===== config.mk =====
export PLATFORM = sky130hd
export DESIGN_NAME = fifo_rr_arbiter
export DESIGN_NICKNAME = d
export VERILOG_FILES = /design/src/rtl/fifo_rr_arbiter.sv
export SDC_FILE = /design/constraint.sdc
export NUM_CORES = 1
export LEC_CHECK = 0
export CAP_MARGIN = 10
export CORE_AREA = 2 2 55 57
export CTS_CLUSTER_DIAMETER = 120
export DETAILED_ROUTE_END_ITERATION = 8
export DIE_AREA = 0 0 57 59
export GPL_TIMING_DRIVEN = 0
export PLACE_DENSITY = 0.78
export SYNTH_ARGS = -nofsm -noshare
export SYNTH_HDL_FRONTEND = slang
export SYNTH_SLANG_ARGS = --single-unit

===== constraint.sdc =====
create_clock -name clk -period 2.1 [get_ports clk]
set_clock_uncertainty 0.2 [all_clocks]
set_input_delay 0.315 -clock clk [delete_from_list [all_inputs] [get_ports clk]]
set_output_delay 0.315 -clock clk [all_outputs]
set_load 0.005 [all_outputs]

===== src/rtl/fifo_rr_arbiter.sv =====
// Round-robin arbiter that drains four input queues into one downstream queue.
// It also owns the almost-full/almost-empty thresholds that are broadcast to every queue.
module fifo_rr_arbiter #(
    parameter int DATA_SIZE       = 6,
    parameter int MAIN_QUEUE_SIZE = 4
) (
    input  logic                       clk,
    input  logic                       reset_L,
    input  logic                       init,
    input  logic [MAIN_QUEUE_SIZE-1:0] umb_almost_full_in,
    input  logic [MAIN_QUEUE_SIZE-1:0] umb_almost_empty_in,
    input  logic [3:0]                 fifo_empty,
    input  logic [4*DATA_SIZE-1:0]     data_in,
    input  logic                       out_almost_full,
    input  logic                       out_full,
    output logic [3:0]                 pop,
    output logic                       push,
    output logic [DATA_SIZE-1:0]       data_out,
    output logic [1:0]                 grant_idx,
    output logic [MAIN_QUEUE_SIZE-1:0] umb_almost_full,
    output logic [MAIN_QUEUE_SIZE-1:0] umb_almost_empty,
    output logic [2:0]                 state,
    output logic                       idle,
    output logic                       error
);

    typedef enum logic [2:0] {
        ST_RESET  = 3'd0,
        ST_INIT   = 3'd1,
        ST_IDLE   = 3'd2,
        ST_ACTIVE = 3'd3,
        ST_ERROR  = 3'd4
    } state_e;

    state_e                     state_q, state_d;
    logic [1:0]                 last_grant_q;
    logic [1:0]                 grant_idx_q;
    logic                       push_q, push_d;
    logic [MAIN_QUEUE_SIZE-1:0] almost_full_q;
    logic [MAIN_QUEUE_SIZE-1:0] almost_empty_q;

    logic                       err_cond;
    logic                       all_empty;
    logic                       found;
    logic [1:0]                 sel_idx;
    logic [1:0]                 cand;
    logic                       pop_en;
    logic [3:0][DATA_SIZE-1:0]  words;

    assign err_cond  = push_q & out_full;
    assign all_empty = (fifo_empty == 4'hF);
    assign words     = data_in;

    // Search starts one past the last winner so every queue gets a turn.
    // NOTE: every variable written in always_comb gets a default first; otherwise a latch is inferred.
    always_comb begin
        found   = 1'b0;
        sel_idx = last_grant_q;
        cand    = '0;
        for (int k = 1; k <= 4; k++) begin
            cand = last_grant_q + 2'(k);
            if (!found && !fifo_empty[cand]) begin
                found   = 1'b1;
                sel_idx = cand;
            end
        end
    end

    // A word popped while the downstream overflows would be lost, so hold pops then.
    assign pop_en = (state_q == ST_ACTIVE) && !out_almost_full && found && !err_cond;
    assign pop    = pop_en ? (4'b0001 << sel_idx) : 4'b0000;

    always_comb begin
        state_d = state_q;
        unique case (state_q)
            ST_RESET:  state_d = ST_INIT;
            ST_INIT:   if (!init) state_d = ST_IDLE;
            ST_IDLE: begin
                if (init)            state_d = ST_INIT;
                else if (!all_empty) state_d = ST_ACTIVE;
            end
            ST_ACTIVE: begin
                if (init)           state_d = ST_INIT;
                else if (all_empty) state_d = ST_IDLE;
            end
            ST_ERROR:  state_d = ST_ERROR;
            default:   state_d = ST_RESET;
        endcase
        if (err_cond) state_d = ST_ERROR;
        push_d = pop_en && (state_d != ST_ERROR);
    end

    // NOTE: sequential state uses non-blocking assignments so all registers update from pre-edge values.
    always_ff @(posedge clk) begin
        if (!reset_L) begin
            state_q        <= ST_RESET;
            last_grant_q   <= 2'd3;
            grant_idx_q    <= 2'd0;
            push_q         <= 1'b0;
            almost_full_q  <= MAIN_QUEUE_SIZE'(6);
            almost_empty_q <= MAIN_QUEUE_SIZE'(3);
        end else begin
            state_q <= state_d;
            push_q  <= push_d;
            if (pop_en) begin
                last_grant_q <= sel_idx;
                grant_idx_q  <= sel_idx;
            end
            if (state_q == ST_INIT && init) begin
                almost_full_q  <= umb_almost_full_in;
                almost_empty_q <= umb_almost_empty_in;
            end
        end
    end

    assign push             = push_q;
    assign grant_idx        = grant_idx_q;
    assign data_out         = push_q ? words[grant_idx_q] : '0;
    assign umb_almost_full  = almost_full_q;
    assign umb_almost_empty = almost_empty_q;
    assign state            = state_q;
    assign idle             = (state_q == ST_IDLE) && !push_q;
    assign error            = (state_q == ST_ERROR);

endmodule


==> metrics.yaml <==
setup_path:
  cp_slowest_cell: "or3b_4"
  crit_start: "last_grant_q[1]"
  r2r_start: "last_grant_q[1]"
  path_delay_family: "simple AND/OR/NAND/NOR gates"
  crit_type: "flop to primary output"
  worstSetupStartpointType: "flop"
  worstPathCellList: "or3b_4 -> o2111ai_4 -> o21ai_4 -> buf_4 -> and2_4 -> buf_6"
  critPathCapture: "pop[0]"
  max_stage_delay_ps: 400
  worst_r2r_endpoint: "grant_idx[0]"
  r2r_slack_ps: 330
  crit_arrival_ps: 1650
  crit_cells: 6
  r2r_cells: 8
  cp_max_fo: 5
  worst-endpoint-required_ps: 1580
  crit_buf_inv: 2
  critPathCaptureType: "primary output"
logic_synthesis:
  ys_seq_elements: 16
  synth_nets: 141
  yosysWarningCount: 0
  ys_seq_area_share_pct: 35.2
  synth_edf_count: 0
  syn_area_per_cell_sq_um: 9.10
  netlist_area_sq_um: 910
  synth_cell_types: 32
  synthArstFlopShare_pct: 0
  synth_ff_type: "dfxtp_1"
  syn-instance-count: 100
clocking:
  cts_buffer_depth: 2
  path_clk_slew_ps: 100
  cts_tree: "done"
  insertion_delay_ps: 290
  htree_levels: 1
  numCtsBuffers: 3
  cts-root-buf: "clkbuf_4"
  cts_sinks: 16
route:
  wirelength_um: 3730
  drtIter0Drc: 32
  avgRoutedWirePerCell_um: 16.5
  vias: 1185
  vias_per_cell: 5.24
  drt_pass1_iterations: 4
  antenna_left: 0
  drc_errors: 0
pwr:
  peakVddDrop_mv: 0.296
  p_leak_uw: 0.000847
  p_total_uw: 753
  power_density_nw_per_um2: 378
grt:
  grt_max_degree: 11
  overflow: 0
  first_global_vias: 1210
  grt_usage_pct: 21.9
  antenna_found_initial: 0
  grt_first_pass_wirelength_um: 5690
cells_and_area:
  final_cell_mix: "49 x clkdlybuf4s50_1, 22 x nand2_1, 18 x buf_4"
  nets: 237
  layout_commonest_cell: "clkdlybuf4s50_1"
  drive_above_1_share_pct: 38.5
  antenna_cells: 0
  area_growth_pct: 119
placed_design:
  hpwl_um: 2420
  numPortBuffers: 66
  gp_congestion: 0.757
worst_hold_path:
  hp-class: "flop to flop"
sta:
  worstMarginPinSlew_ps: 476
  drv_slew: 0
  hold_violations: 0
  period_minus_slack_ps: 2160
  final.setup.worst_slack_ps: -61.4
  setup_viol: 6
  max_freq_mhz: 463
  fin_crit_sh_pct: 103
  fin_tns_setup_ps: -231
  rsz0062_at_grt: "yes"
  slew_headroom_pct: 68.0
die:
  start_util_pct: 33.6
  ios: 67
  design.die.area_sq_um: 3360
  die_y_um: 59
  die_w_um: 57
  rows: 19
  core_area_sq_um: 2710
run:
  drv_cap: 0
run_status:
  violations: "negative setup slack"
  run_status: "finished with violations"
worst min path at each step:
stage / slack, ps / depth (start not counted) / endpoint / from
after floorplan: 190 / 1 / state[1] / init
final: 270 / 2 / umb_almost_empty[1] / umb_almost_empty[1]
after global routing: 300 / 2 / umb_almost_empty[3] / umb_almost_empty[3]
after global placement: 250 / 2 / umb_almost_full[0] / umb_almost_full[0]
after CTS: 280 / 2 / umb_almost_empty[1] / umb_almost_empty[1]
after detailed placement: 270 / 2 / umb_almost_empty[1] / umb_almost_empty[1]
routing by layer:
| layer | track usage, % | vias to the layer above | share of wire [%] |
|---|---|---|---|
| li1 | - | 547 | - |
| met1 | 24.0 | 576 | 37 |
| met2 | 42.9 | 58 | 53 |
| met3 | 4.59 | 4 | 9.1 |
| met4 | 4.98 | 0 | 0.72 |
| met5 | 0 | - | 0 |
what timing repair did:
action / CTS / global route
setup endpoints to repair: 11 / 9
hold buffers: 0 / 0
gates resized for setup: 86 / 10
pin swaps: 12 / 4
setup buffers: 25 / 3
logic make-up (layout without fill, tap and decap cells):
| family | after synthesis | after routing | synth area share (%) |
|---|---|---|---|
| muxes | 8 | 8 | 17.2 |
| buffers and inverters | 8 | 103 | 3.58 |
| AOI/OAI and AO/OA | 15 | 15 | 11.8 |
| and+or+nand+nor | 53 | 53 | 32.2 |
| DFF | 16 | 16 | 35.2 |
Yosys cell counts, types with 2 or more instances:
cell type,instances,area share [%]
o21ai_0,3,1.7
a21boi_0,5,4.1
and2_1,8,5.5
mux4_2,6,15
buf_2,2,1.1
nand2_1,22,9.1
inv_1,4,1.7
and3_1,2,1.4
dfxtp_1,16,35
nand3_1,5,2.8
o2bb2ai_1,2,1.9
clkbuf_1,2,0.83
nor2_1,4,1.7
cell type report:
cell class,instances,area (sq um)
inverter,4,15.0
buffer,3,20.0
fill,189,717
clock buffer,4,36.3
multi-input combinational,76,683
sequential,16,342
timing repair buffer,92,858
tap,31,38.8
sequential cells by signal, indices dropped and copies added, names as in the netlist:
signal and cells:
state 3, umb_almost_empty 4, grant_idx 2, umb_almost_full 4
last_grant_q 2, push 1
worst register-to-register path, stage by stage (launching register included):
cell and delay [ps]:
dfxtp_4 390, mux2_4 320, o2bb2ai_4 150, nor3_4 50
buf_4 130, buf_4 130, buf_4 120, buf_4 120
nor2_1 100
per-stage QoR:
step	hold slack (ps)	cell area (sq um)	worst slack [ps]	cells	utilization, %
after floorplan	193	910	333	100	-
after global placement	253	1610	-529	197	59.4
after detailed placement	267	1610	-561	197	59.4
after CTS	281	1920	-29.8	224	70.9
after global routing	304	1990	-109	226	73.5
final	274	1990	-61.4	226	73.5
power breakdown:
| part | internal [uW] | total (uW) | switching, uW | leakage, uW |
|---|---|---|---|---|
| Combinational | 145 | 223 | 77.9 | 0.000693 |
| Clock | 105 | 206 | 100 | 0.0000210 |
| Sequential | 313 | 324 | 10.9 | 0.000133 |
| Total | 564 | 753 | 189 | 0.000847 |
(Power assumes the default switching activity.)
